**src/rtl/cla_accum16.sv**
```systemverilog
// cla_accum16: burst accumulator built around one CLA16 adder, valid/ready in and out.
// Optional build macro CLA_ACC_SAT_EN: saturate the accumulator at 16'hFFFF on carry-out.
`timescale 1ns/1ps

module cla_accum16 #(
    parameter int LEN_W = 8
) (
    input  logic             clk,
    input  logic             rst_n,
    input  logic             start,
    input  logic [LEN_W-1:0] len,
    input  logic             in_valid,
    output logic             in_ready,
    input  logic [15:0]      in_data,
    output logic             out_valid,
    input  logic             out_ready,
    output logic [15:0]      out_sum,
    output logic             out_carry,
    output logic             busy
);

    typedef enum logic [1:0] {
        ST_IDLE = 2'd0,
        ST_ACC  = 2'd1,
        ST_DONE = 2'd2
    } state_t;

    state_t           r_state;
    state_t           w_state_nxt;
    logic [15:0]      r_acc;
    logic [15:0]      w_acc_nxt;
    logic             r_carry;
    logic             w_carry_nxt;
    logic [LEN_W-1:0] r_rem;
    logic [LEN_W-1:0] w_rem_nxt;
    logic             r_in_ready;
    logic             r_out_valid;
    logic             r_busy;
    logic [15:0]      w_cla_s;
    logic             w_cla_co;
    logic [15:0]      w_add_s;

    CLA16 u_cla (
        .A   (r_acc),
        .B   (in_data),
        .Cin (1'b0),
        .S   (w_cla_s),
        .Co  (w_cla_co)
    );

`ifdef CLA_ACC_SAT_EN
    // Any carry-out pins the total at full scale; further adds keep it there.
    assign w_add_s = w_cla_co ? 16'hFFFF : w_cla_s;
`else
    assign w_add_s = w_cla_s;
`endif

    // Next-state and datapath update for the IDLE/ACC/DONE controller.
    always_comb begin
        w_state_nxt = r_state;
        w_acc_nxt   = r_acc;
        w_carry_nxt = r_carry;
        w_rem_nxt   = r_rem;
        case (r_state)
            ST_IDLE: begin
                if (start) begin
                    w_acc_nxt   = 16'h0000;
                    w_carry_nxt = 1'b0;
                    w_rem_nxt   = len;
                    if (len != {LEN_W{1'b0}}) begin
                        w_state_nxt = ST_ACC;
                    end else begin
                        w_state_nxt = ST_DONE;
                    end
                end else begin
                    w_state_nxt = ST_IDLE;
                end
            end
            ST_ACC: begin
                if (in_valid) begin
                    w_acc_nxt   = w_add_s;
                    w_carry_nxt = r_carry | w_cla_co;
                    w_rem_nxt   = r_rem - LEN_W'(1);
                    if (r_rem == LEN_W'(1)) begin
                        w_state_nxt = ST_DONE;
                    end else begin
                        w_state_nxt = ST_ACC;
                    end
                end else begin
                    w_state_nxt = ST_ACC;
                end
            end
            ST_DONE: begin
                if (out_ready) begin
                    w_state_nxt = ST_IDLE;
                end else begin
                    w_state_nxt = ST_DONE;
                end
            end
            default: begin
                w_state_nxt = ST_IDLE;
            end
        endcase
    end

    // State, datapath and registered handshake decodes.
    always_ff @(posedge clk or negedge rst_n) begin
        if (!rst_n) begin
            r_state     <= ST_IDLE;
            r_acc       <= 16'h0000;
            r_carry     <= 1'b0;
            r_rem       <= {LEN_W{1'b0}};
            r_in_ready  <= 1'b0;
            r_out_valid <= 1'b0;
            r_busy      <= 1'b0;
        end else begin
            r_state     <= w_state_nxt;
            r_acc       <= w_acc_nxt;
            r_carry     <= w_carry_nxt;
            r_rem       <= w_rem_nxt;
            r_in_ready  <= (w_state_nxt == ST_ACC);
            r_out_valid <= (w_state_nxt == ST_DONE);
            r_busy      <= (w_state_nxt != ST_IDLE);
        end
    end

    assign in_ready  = r_in_ready;
    assign out_valid = r_out_valid;
    assign busy      = r_busy;
    assign out_sum   = r_acc;
    assign out_carry = r_carry;

endmodule

// Four 4-bit lookahead groups joined by a second lookahead level.
module CLA16 (
    input  logic [15:0] A,
    input  logic [15:0] B,
    input  logic        Cin,
    output logic [15:0] S,
    output logic        Co
);

    function automatic logic [3:0] cla4_sum(input logic [3:0] a, input logic [3:0] b,
                                            input logic c0);
        logic [3:0] g;
        logic [3:0] p;
        logic [3:0] c;
        g    = a & b;
        p    = a ^ b;
        c[0] = c0;
        c[1] = g[0] | (p[0] & c0);
        c[2] = g[1] | (p[1] & g[0]) | (p[1] & p[0] & c0);
        c[3] = g[2] | (p[2] & g[1]) | (p[2] & p[1] & g[0]) | (p[2] & p[1] & p[0] & c0);
        return p ^ c;
    endfunction

    function automatic logic [1:0] cla4_gp(input logic [3:0] a, input logic [3:0] b);
        logic [3:0] g;
        logic [3:0] p;
        g = a & b;
        p = a | b;
        return {g[3] | (p[3] & g[2]) | (p[3] & p[2] & g[1]) | (p[3] & p[2] & p[1] & g[0]), &p};
    endfunction

    logic [3:0] w_gg;
    logic [3:0] w_gp;
    logic [4:0] w_c;

    for (genvar k = 0; k < 4; k++) begin : g_grp
        assign {w_gg[k], w_gp[k]} = cla4_gp(A[4*k+3:4*k], B[4*k+3:4*k]);
        assign S[4*k+3:4*k]       = cla4_sum(A[4*k+3:4*k], B[4*k+3:4*k], w_c[k]);
    end

    assign w_c[0] = Cin;
    assign w_c[1] = w_gg[0] | (w_gp[0] & Cin);
    assign w_c[2] = w_gg[1] | (w_gp[1] & w_gg[0]) | (w_gp[1] & w_gp[0] & Cin);
    assign w_c[3] = w_gg[2] | (w_gp[2] & w_gg[1]) | (w_gp[2] & w_gp[1] & w_gg[0])
                  | (w_gp[2] & w_gp[1] & w_gp[0] & Cin);
    assign w_c[4] = w_gg[3] | (w_gp[3] & w_gg[2]) | (w_gp[3] & w_gp[2] & w_gg[1])
                  | (w_gp[3] & w_gp[2] & w_gp[1] & w_gg[0])
                  | (w_gp[3] & w_gp[2] & w_gp[1] & w_gp[0] & Cin);
    assign Co     = w_c[4];

endmodule
```
**config.mk**
```make
export PLATFORM = sky130hd
export DESIGN_NAME = cla_accum16
export DESIGN_NICKNAME = d
export VERILOG_FILES = /design/src/rtl/cla_accum16.sv
export SDC_FILE = /design/constraint.sdc
export NUM_CORES = 1
export LEC_CHECK = 0
export BUFFER_PORTS_ARGS = -buffer_cell sky130_fd_sc_hd__buf_2
export CORE_MARGIN = 10
export CORE_UTILIZATION = 35
export CTS_BUF_LIST = sky130_fd_sc_hd__clkbuf_16
export DETAILED_ROUTE_END_ITERATION = 10
export PLACE_DENSITY = 0.6
export SLEW_MARGIN = 15
export SYNTH_ARGS = -nofsm -noshare
export SYNTH_HDL_FRONTEND = slang
export SYNTH_HIERARCHICAL = 1
export SYNTH_SLANG_ARGS = --single-unit
```
**constraint.sdc**
```tcl
create_clock -name clk -period 4.6 [get_ports clk]
set_input_delay 1.38 -clock clk [delete_from_list [all_inputs] [get_ports clk]]
set_output_delay 1.38 -clock clk [all_outputs]
set_load 0.05 [all_outputs]
```
Word level (Yosys, flattened, before mapping)
Index checks and enable logic that the tools add are counted.
{ "classes": {"muxes": 15, "bitwise": 116, "reduce_logical": 8, "addsub": 1, "n_eq_ne": 7} }
{ "ops": {"columns": ["operator", "count"], "rows": [
  ["$and 1x1->1", 60],
  ["$or 1x1->1", 40],
  ["$mux 16", 2],
  ["$pmux 16 s2", 1],
  ["$xor 4x4->4", 8],
  ["$and 4x4->4", 4],
  ["$mux 8", 2],
  ["$or 4x4->4", 4],
  ["$pmux 8 s2", 1],
  ["$reduce_and 4->1", 3],
  ["$mux 2", 5],
  ["$eq 8x1->1 const B", 1],
  ["$reduce_bool 8->1", 1],
  ["$sub 8x1->8 const B", 1],
  ["$pmux 2 s3", 1],
  ["$eq 2x1->1 const B", 2],
  ["$eq 2x2->1 const B", 2],
  ["$ne 2x2->1 const B", 2],
  ["$reduce_bool 2->1", 2],
  ["$reduce_and 3->1", 1],
  ["$logic_not 2->1", 1],
  ["$mux 1", 2],
  ["$pmux 1 s2", 1]
]} }
{ "totals": {"output_inout_bits": 20, "in_bits": 29, "ff_bits": 30} }

Longest topological paths before layout
Gate-level depths: netlist of run 1.
{ "logic_depth": {"word_depth": 13, "ltp_mapped": 12, "ltp_nobuf": 12} }

By module
Netlist of run 1, hierarchy kept.
{ "by_module_without_submodules": {"columns": ["mod", "cells_each", "seq_area_each_um2", "instances", "area_each_um2"], "rows": [
  ["cla_accum16", 160, 750.7, 1, 1498.9],
  ["CLA16", 134, 0.0, 1, 1069.8]
]} }

Least setup slack after synthesis of run 1
Ideal clock, no wire load.
{ "synth_path": {"path_type": "input -> register", "start": "input in_data[1]", "end": "register r_acc[13] (netlist: out_sum[13])", "t_arrival_ps": 2908, "t_required_ps": 4481, "setup_slack_ps": 1573, "n_path_buf": 0, "setup_time_ps": 119, "path_stages": 10, "path_cell_list": "ha_1 nor2b_1 o21bai_2 a31oi_1 a211oi_2 inv_2 fa_1 xor2_1 nand3_1 nand2_1"} }
{ "synth_via": {"elab_chain_cells": 11} }
{ "synth_rtl": {"columns": ["item", "line_no", "source"], "rows": [
  ["start, declared", "14", "input logic [15:0] in_data,"],
  ["$and 4x4->4 / $or 4x4->4 (equally long branches)", null, null],
  ["$and 1x1->1", "163", "return {g[3] | (p[3] & g[2]) | (p[3] & p[2] & g[1]) | (p[3] & p[2] & p[1] & g[0]), &p};"],
  ["$or 1x1->1 / $and 1x1->1 (equally long branches)", "163", null],
  ["$or 1x1->1 (*)", "163", null],
  ["$and 1x1->1 (*)", "178", "assign w_c[3] = w_gg[2] | (w_gp[2] & w_gg[1]) | (w_gp[2] & w_gp[1] & w_gg[0])"],
  ["$or 1x1->1 (*)", "178", null],
  ["$and 1x1->1 (*)", "152", "c[1] = g[0] | (p[0] & c0);"],
  ["$or 1x1->1 (*)", "152", null],
  ["$xor 4x4->4 (*)", "155", "return p ^ c;"],
  ["net w_add_s[13]", "41", "logic [15:0] w_add_s;"],
  ["$mux 16 (*)", "80", "if (in_valid) begin"],
  ["$pmux 16 s2 (*)", "64", "case (r_state)"],
  ["end signal, assigned", "118", "r_acc <= w_acc_nxt;"],
  ["end, declared", "30", "logic [15:0] r_acc;"]
]} }
Mark *: on every way through the listed nets, which the timed path passes. The rest lies on a longest branch. The select of a mux whose other input is x is not followed.
A chain may end at the register's enable or synchronous reset.

Final worst setup path of run 1
Same ends and word-level chain as after synthesis.

==> results of run 1 <==
[registers in the layout, summed over array words and instances, names as in the netlist]
register / count
in_ready: 1
r_rem: 8
out_valid: 1
r_state: 2
out_sum: 16
out_carry: 1
busy: 1
[routing by layer]
| layer | GRT usage (%) | part of all wire [%] | vias to the layer above |
|---|---|---|---|
| met4 | 3.19 | 0.98 | 0 |
| met1 | 13.0 | 46 | 986 |
| met5 | 0 | 0 | - |
| met2 | 19.0 | 48 | 36 |
| li1 | - | - | 1074 |
| met3 | 3.17 | 5.2 | 4 |
[cell usage after synthesis (all sizes together), types with 4 or more instances]
library cell,n
ha,34
nor4,8
o21ai,15
xor2,6
buf,8
inv,45
nand2b,5
dfrtp,30
nor2b,4
xnor2,6
nand2,48
nand3,17
nor2,10
fa,4
a21oi,18
a21o,4
[worst min-delay path by stage]
| stage | endpoint | slack, ps |
|---|---|---|
| global route | out_sum[0]$_DFFE_PN0P_ | 550 |
| floorplan | r_rem[6]$_DFFE_PN0P_ | 530 |
| global placement | out_sum[0]$_DFFE_PN0P_ | 510 |
| CTS | out_sum[0]$_DFFE_PN0P_ | 520 |
| detailed placement | out_sum[0]$_DFFE_PN0P_ | 510 |
| finish | out_sum[11]$_DFFE_PN0P_ | 520 |
[area by class of cell]
type / instances / share of cell area (%)
Sequential cell: 30 / 24.6
Inverter: 46 / 5.66
Tap cell: 99 / 4.06
Clock inverter: 3 / 1.48
Timing Repair Buffer: 49 / 8.11
Multi-Input combinational cell: 211 / 52.0
Clock buffer: 5 / 4.10
[stage by stage]
stage,worst slack [ps],hold WS [ps]
final,1570,518
after global routing,1390,550
after CTS,1540,523
after detailed placement,1270,508
after global placement,1300,506
after floorplan,1570,533
[report_power, final]
part           total (W)  switching (W)  internal [W]
Sequential      0.000537       0.000146      0.000391
Clock           0.000379       0.000124      0.000255
Combinational    0.00135       0.000869      0.000485
[worst min-delay path, delay by kind of cell (launching register included)]
kind | cells | cell delay, ps
flip-flops | 1 | 380
AND/OR/NAND/NOR | 2 | 110
[cell families after synthesis]
family | Yosys count
other | 1
AO/OA/AOI/OAI | 59
XOR/XNOR | 12
AND/OR/NAND/NOR | 98
multiplexers | 1
flip-flops | 30
buffers and inverters | 55
adder cells (fa/ha/maj) | 38
==> impl_metrics.py, run 1 <==
metrics = {
    "global_route": {
        "grt_max_degree": 31,
        "grt_pass1_wl_um": 10200,
        "grt_antenna_before_repair": 0,
        "grt-ovfl-total": 0,
        "track_usage_pct": 11.0,
        "grt_pass1_vias": 2212,
    },
    "layout": {
        "final_cells": 443,
        "fillers": 730,
        "diodes": 0,
        "final_common_cell": "buf_2",
        "area_delta_synth_final_pct": 18.9,
        "multi_input_area_um2": 1590,
        "layout_common_cells": "buf_2, nand2_1, inv_1",
        "final_nets": 410,
        "final_core_util_pct": 42.5,
        "fin_area_um2": 3050,
        "regArea_um2": 751,
        "drive_above_1_share_pct": 23.0,
    },
    "outcome": {
        "status": "completed",
    },
    "synthesis": {
        "syn_inst": 294,
        "synthDistinctLibCells": 56,
        "synth-compound-area-share_pct": 17.1,
        "async_flop_share_pct": 100,
        "synth.yosys.seq_area_share_pct": 29.2,
        "synth_xor_area_share_pct": 4.09,
        "synth_top_family_by_area": "simple AND/OR/NAND/NOR gates",
        "synth_enable_flop_cells": 0,
        "synth_area_um2": 2570,
        "yosys.area.top_type_share_pct": 29.2,
        "synth_mux_area_share_pct": 0.390,
        "syn_area_per_cell_um2": 8.74,
        "synth_simple_gate_area_share_pct": 20.1,
        "ys_warn_count": 6,
        "synth_fa_ha_area_share_pct": 19.7,
        "synth_largest_area_cell": "dfrtp_1",
        "synth_area_leaders": "dfrtp_1, ha_1, nand2_1, inv_1, a21oi_1",
        "synthFlopType": "dfrtp_1",
        "ys_seq_elements": 30,
    },
    "floorplanning": {
        "fp.coreArea_um2": 7180,
        "fp.dieW_um": 106,
        "placementRows": 31,
        "die_y_um": 106,
        "ioPinCount": 49,
        "die-area_um2": 11200,
        "start_util_pct": 35.8,
    },
    "clock_network": {
        "clk_root_buffer_cell": "clkbuf_16",
        "cts_tree": "done",
        "ctsResizeCount": 0,
        "clock_path_buffers": 2,
        "post_cts_buffers": 0,
        "clk_pin_slew_ps": 50,
        "holdBufCountCts": 0,
        "htree_num_levels": 2,
        "cts_buffers": 5,
        "cts_num_sinks": 30,
        "clkLatencyLatePin_ps": 280,
    },
    "placed_design": {
        "dpl_cell_area_um2": 2880,
        "place.gp.congestion": 0.813,
        "dp_cells": 435,
        "post-dp-hpwl_um": 4460,
        "placement.io_buffers": 48,
    },
    "timing": {
        "fin_setup_tns_ps": 0,
        "finalCriticalPeriod_ps": 3030,
        "rsz0062_at_grt": "no",
        "maxSlewHeadroom_pct": 32.5,
        "hold_viol_final": 0,
        "drv_slew": 0,
        "period_share_pct": 65.9,
        "setup_violations": 0,
        "clock_skew_ps": 5.19,
        "max_freq_mhz": 330,
        "worst_pin_slew_ps": 1010,
    },
    "critical_path": {
        "startpoint": "in_data[1]",
        "cp_top_family": "compound AO/OA/AOI/OAI gates",
        "critical_path.cell_chain": "buf_2 > ha_1 > nor2b_1 > o21bai_2 > a31oi_1 > a211oi_2 > inv_2 > fa_1 > xor2_1 > nand3_1 > nand2_1",
        "cp.depth": 11,
        "crit_path_end": "out_sum[13]$_DFFE_PN0P_",
        "arrival_ps": 3240,
        "reg2reg_to": "r_rem[4]$_DFFE_PN0P_",
        "critPathKind": "in -> reg",
        "critPathCaptureType": "flip-flop",
        "slowest_delay_ps": 380,
        "crit_path_max_fanout": 3,
        "slowest_stage": "fa_1",
        "startpoint_type": "input port",
        "reg2regPathDepth": 5,
        "r2r_setup_slack_ps": 2300,
        "reg2reg_from": "r_state[1]$_DFF_PN0_",
        "crit_buf_inv": 2,
        "required_ps": 4810,
    },
    "pwr": {
        "p_leak_nw": 1.57,
        "ir_drop_mv": 0.347,
        "power.density_nw_per_um2": 743,
        "p_total_w": 0.00227,
    },
    "detailed_routing": {
        "vias_per_cell": 4.74,
        "route.detailed.drc": 0,
        "drt_iter0_drc": 82,
        "post_drt_wl_per_cell_um": 13.4,
        "drt-total-wl_um": 5920,
        "ant_nets": 0,
        "vias": 2100,
        "firstDrtPassIters": 4,
    },
    "min_path": {
        "min_path_type": "reg -> reg",
        "hold_start": "out_sum[11]$_DFFE_PN0P_",
        "holdPathStages": 2,
    },
    "run": {
        "drv_cap": 0,
    },
}
Note: power is estimated with default switching activity, not from simulation.
==> run 2, diff against run 1 <==
Settings changed: ABC_AREA set to 1, PLACE_DENSITY 0.6 to 0.59.
Clock period 4.6 ns to 2.9 ns, I/O delays scaled along.
==> impl_metrics.py, run 2 <==
metrics = {
    "detailed_routing": {
        "route.detailed.drc": 0,
        "vias_per_cell": 4.48,
        "ant_nets": 0,
        "vias": 2303,
        "drt_iter0_drc": 75,
        "firstDrtPassIters": 4,
        "drt-total-wl_um": 6090,
        "post_drt_wl_per_cell_um": 11.8,
    },
    "clock_network": {
        "cts_tree": "done",
        "cts_num_sinks": 30,
        "cts_buffers": 5,
        "htree_num_levels": 2,
        "clk_root_buffer_cell": "clkbuf_16",
        "post_cts_buffers": 0,
        "ctsResizeCount": 0,
        "clk_pin_slew_ps": 50,
        "clock_path_buffers": 2,
        "clkLatencyLatePin_ps": 270,
        "holdBufCountCts": 0,
    },
    "global_route": {
        "grt-ovfl-total": 0,
        "grt_antenna_before_repair": 0,
        "track_usage_pct": 11.0,
        "grt_pass1_wl_um": 10600,
        "grt_pass1_vias": 2386,
        "grt_max_degree": 34,
    },
    "layout": {
        "diodes": 0,
        "multi_input_area_um2": 1590,
        "drive_above_1_share_pct": 20.5,
        "final_common_cell": "nand2_1",
        "final_nets": 481,
        "layout_common_cells": "nand2_1, inv_1, buf_2",
        "fillers": 761,
        "regArea_um2": 751,
        "final_cells": 514,
        "area_delta_synth_final_pct": 17.3,
        "largest_reg_flops": 16,
        "fin_area_um2": 3120,
    },
    "synthesis": {
        "syn_area_per_cell_um2": 7.30,
        "synth_area_um2": 2660,
        "synthDistinctLibCells": 34,
        "synth.most_common_cell": "nand2_1",
        "synth_area_leaders": "dfrtp_1, ha_1, nand2_1, inv_1, nand3_1",
        "synth.yosys.seq_area_share_pct": 28.2,
        "syn_inst": 364,
        "synthFlopType": "dfrtp_1",
        "ys_seq_elements": 30,
        "async_flop_share_pct": 100,
        "synth_largest_area_cell": "dfrtp_1",
        "synthTopCellsByCount": "nand2_1, inv_1, ha_1",
        "synth_enable_flop_cells": 0,
        "yosys.area.top_type_share_pct": 28.2,
        "ys_warn_count": 6,
    },
    "critical_path": {
        "arrival_ps": 2420,
        "cp_top_family": "simple AND/OR/NAND/NOR gates",
        "critical_path.cell_chain": "buf_2 > inv_1 > ha_1 > inv_1 > nand2_1 > nor2_1 > nor2_2 > nand2_2 > nand2_2 > nand3_4 > fa_1 > xor2_1 > nand3_2 > nand2_1",
        "crit_path_max_fanout": 5,
        "crit_buf_inv": 3,
        "critPathKind": "in -> reg",
        "critPathCaptureType": "flip-flop",
        "required_ps": 3060,
        "startpoint_type": "input port",
        "slowest_stage": "fa_1",
        "slowest_delay_ps": 380,
    },
    "timing": {
        "fin_setup_tns_ps": 0,
        "maxSlewHeadroom_pct": 52.1,
        "worst_pin_slew_ps": 719,
        "finalCriticalPeriod_ps": 2260,
        "max_freq_mhz": 443,
        "hold_viol_final": 0,
        "clock_skew_ps": 4.74,
        "setup_violations": 0,
        "rsz0062_at_grt": "no",
        "drv_slew": 0,
        "period_share_pct": 77.9,
    },
    "run": {
        "drv_cap": 0,
    },
    "pwr": {
        "power.density_nw_per_um2": 1130,
        "ir_drop_mv": 0.669,
        "p_leak_nw": 1.80,
    },
    "floorplanning": {
        "fp.coreArea_um2": 7330,
        "placementRows": 31,
        "fp.dieW_um": 107,
        "ioPinCount": 49,
        "die-area_um2": 11500,
        "die_y_um": 107,
        "start_util_pct": 36.3,
    },
    "placed_design": {
        "dp_cells": 506,
        "dpl_cell_area_um2": 2980,
        "placement.io_buffers": 48,
        "place.gp.congestion": 0.815,
        "post-dp-hpwl_um": 4750,
    },
    "min_path": {
        "min_path_type": "reg -> reg",
    },
    "outcome": {
        "status": "completed",
    },
}
==> run 2: cell types whose count changed after synthesis, sizes merged, moves of 4 or more <==
cell | before | now
xnor2 | 6 | 2
nand2b | 5 | 0
inv | 45 | 68
a21oi | 18 | 11
nor2b | 4 | 0
nand3 | 17 | 37
nor2 | 10 | 33
nor4 | 8 | 0
nand2 | 48 | 100
==> run 2: cell families (layout without fill, tap and decap cells) <==
family	Yosys count	count (layout)	synth area share, %
other	1	2	0.141
flip-flops	30	30	28.2
AND/OR/NAND/NOR	177	177	31.0
XOR/XNOR	8	8	2.64
AO/OA/AOI/OAI	31	31	6.73
adder cells (fa/ha/maj)	38	38	19.0
buffers and inverters	79	129	12.3
==> run 2: worst min-delay path, stage by stage (launching register included) <==
cell and delay [ps]:
dfrtp_1 370, nand2_1 60, nand2_1 50
==> run 2: worst paths after layout <==
check,startpoint,to,slack (ps),depth (start not counted)
worst min-delay path,r_rem[4]$_DFFE_PN0P_,r_rem[4]$_DFFE_PN0P_,510,2
worst min register to register,r_rem[4]$_DFFE_PN0P_,r_rem[4]$_DFFE_PN0P_,510,2
worst max register to register,out_sum[3]$_DFFE_PN0P_,out_sum[13]$_DFFE_PN0P_,910,13
min in group asynchronous,rst_n,out_sum[10]$_DFFE_PN0P_,650,1
worst max-delay path,in_data[2],out_sum[13]$_DFFE_PN0P_,640,14
max in group asynchronous,rst_n,out_sum[8]$_DFFE_PN0P_,1780,1
==> run 2: layout make-up <==
class / instances / share of cell area, %
clock inverters: 3 / 0.401
multi-input cells: 256 / 50.8
flip-flops and latches: 30 / 24.1
repair buffers: 50 / 8.18
well taps: 99 / 3.97
clock buffers: 5 / 4.01
inverters: 71 / 8.54
==> run 2: where the power goes <==
| group | internal, W | switching [W] | leakage [nW] |
|---|---|---|---|
| clock network | 0.000310 | 0.000182 | 0.0724 |
| registers | 0.000619 | 0.000190 | 0.363 |
| logic | 0.000721 | 0.00149 | 1.37 |
| total | 0.00165 | 0.00187 | 1.80 |
==> run 2: through the flow <==
step	utilization [%]	hold WS, ps	total power (W)	setup WS, ps
final	42.5	511	0.00351	640
after global routing	42.5	551	0.00390	388
after CTS	42.5	513	0.00357	622
after detailed placement	40.7	501	0.00306	345
after global placement	40.7	497	0.00302	396
after floorplan	-	470	0.00260	592
==> run 2: routing by layer <==
layer / track usage [%] / up-vias / part of all wire (%)
met5: 0 / - / 0
met4: 2.42 / 0 / 0.69
met3: 3.23 / 4 / 4.7
met2: 19.0 / 37 / 48
met1: 13.0 / 1037 / 47
li1: - / 1225 / -
==> run 3, diff against run 2 <==
Clock period 2.9 ns to 2.3 ns, I/O delays scaled along.
==> impl_metrics.py, run 3 (synthesis results as in run 2) <==
metrics = {
    "layout": {
        "final_nets": 483,
        "final_core_util_pct": 42.8,
        "largest_reg_flops": 16,
        "layout_common_cells": "nand2_1, inv_1, buf_2",
        "fin_area_um2": 3130,
        "area_delta_synth_final_pct": 17.9,
        "drive_above_1_share_pct": 20.9,
        "diodes": 0,
        "final_common_cell": "nand2_1",
    },
    "detailed_routing": {
        "vias_per_cell": 4.51,
        "post_drt_wl_per_cell_um": 11.7,
        "drt-total-wl_um": 6020,
        "firstDrtPassIters": 4,
        "drt_iter0_drc": 93,
        "ant_nets": 0,
        "route.detailed.drc": 0,
        "vias": 2327,
    },
    "clock_network": {
        "clock_path_buffers": 2,
        "clkLatencyLatePin_ps": 270,
        "clk_pin_slew_ps": 50,
        "clk_root_buffer_cell": "clkbuf_16",
        "htree_num_levels": 2,
        "cts_num_sinks": 30,
        "cts_buffers": 5,
        "holdBufCountCts": 0,
        "post_cts_buffers": 0,
        "cts_tree": "done",
        "ctsResizeCount": 0,
    },
    "outcome": {
        "status": "completed",
    },
    "min_path": {
        "min_path_type": "in -> async",
    },
    "critical_path": {
        "r2r_setup_slack_ps": 360,
        "critPathKind": "in -> reg",
        "startpoint_type": "input port",
        "required_ps": 2470,
        "reg2reg_to": "out_sum[13]$_DFFE_PN0P_",
        "reg2reg_from": "out_sum[0]$_DFFE_PN0P_",
        "arrival_ps": 2190,
        "crit_path_max_fanout": 5,
        "reg2regPathDepth": 10,
        "critPathCaptureType": "flip-flop",
    },
    "floorplanning": {
        "start_util_pct": 36.3,
        "fp.coreArea_um2": 7330,
        "die_y_um": 107,
        "ioPinCount": 49,
        "placementRows": 31,
        "fp.dieW_um": 107,
        "die-area_um2": 11500,
    },
    "global_route": {
        "grt_antenna_before_repair": 0,
        "track_usage_pct": 10.6,
        "grt_pass1_vias": 2323,
        "grt-ovfl-total": 0,
        "grt_pass1_wl_um": 10200,
        "grt_max_degree": 31,
    },
    "timing": {
        "finalCriticalPeriod_ps": 2020,
        "worst_pin_slew_ps": 728,
        "max_freq_mhz": 495,
        "clock_skew_ps": 3.47,
        "drv_slew": 0,
        "rsz0062_at_grt": "no",
        "fin_setup_tns_ps": 0,
        "setup_ws_ps": 279,
        "period_share_pct": 87.9,
        "maxSlewHeadroom_pct": 51.4,
        "setup_violations": 0,
        "hold_viol_final": 0,
    },
    "placed_design": {
        "post-place-ws_ps": -43.1,
        "post-dp-hpwl_um": 4660,
        "dpl_cell_area_um2": 3000,
        "place.gp.congestion": 0.792,
        "placement.io_buffers": 48,
    },
    "pwr": {
        "p_total_w": 0.00446,
        "p_leak_nw": 1.81,
        "power.density_nw_per_um2": 1420,
        "ir_drop_mv": 0.687,
    },
    "run": {
        "drv_cap": 0,
    },
}
run 3: cell count changes in the layout (fill, tap and decap cells not counted):
| cell | previous run | this run |
|---|---|---|
| buf_4 | 2 | 4 |
run 3: through the flow:
step,std cells,hold WS (ps)
final,516,474
after global routing,516,531
after CTS,516,515
after detailed placement,508,505
after global placement,508,500
after floorplan,365,394
run 3: worst max-delay path, cell delays in order:
cell,delay [ps]
buf_2,110
ha_1,180
o21bai_2,180
nand2_1,80
nand2_2,110
nand2_2,90
nand3_4,70
fa_1,380
xor2_1,180
nand3_2,70
nand2_1,50
run 3: worst max-delay path by stage:
| stage | startpoint | end | slack (ps) | cells after the start |
|---|---|---|---|---|
| floorplan | out_sum[0]$_DFFE_PN0P_ | out_sum[13]$_DFFE_PN0P_ | 170 | 10 |
| global placement | in_data[3] | out_sum[13]$_DFFE_PN0P_ | 5 | 14 |
| detailed placement | in_data[7] | out_sum[13]$_DFFE_PN0P_ | -40 | 12 |
| CTS | in_data[7] | out_sum[13]$_DFFE_PN0P_ | 240 | 12 |
| global route | in_data[7] | out_sum[13]$_DFFE_PN0P_ | 90 | 12 |
| finish | in_data[0] | out_sum[13]$_DFFE_PN0P_ | 280 | 11 |
run 3: routing by layer:
layer  wire length (um)  up-vias  GRT usage [%]
li1                   -     1224              -
met1               2780     1055           12.3
met2               2880       43           18.6
met3                292        5           2.93
met4                 63        0           3.38
met5                  0        -              0
run 3: area by class of cell:
type                            instances  area [um^2]
Inverter                               71          267
Clock buffer                            5          125
Tap cell                               99          124
Multi-Input combinational cell        256         1590
Fill cell                             763         4200
Sequential cell                        30          751
Clock inverter                          3         12.5
Timing Repair Buffer                   52          270
run 3: power breakdown:
part,total (W),switching [W],internal [W]
logic,0.00282,0.00188,0.000938
registers,0.00102,0.000236,0.000780
clock network,0.000621,0.000230,0.000391
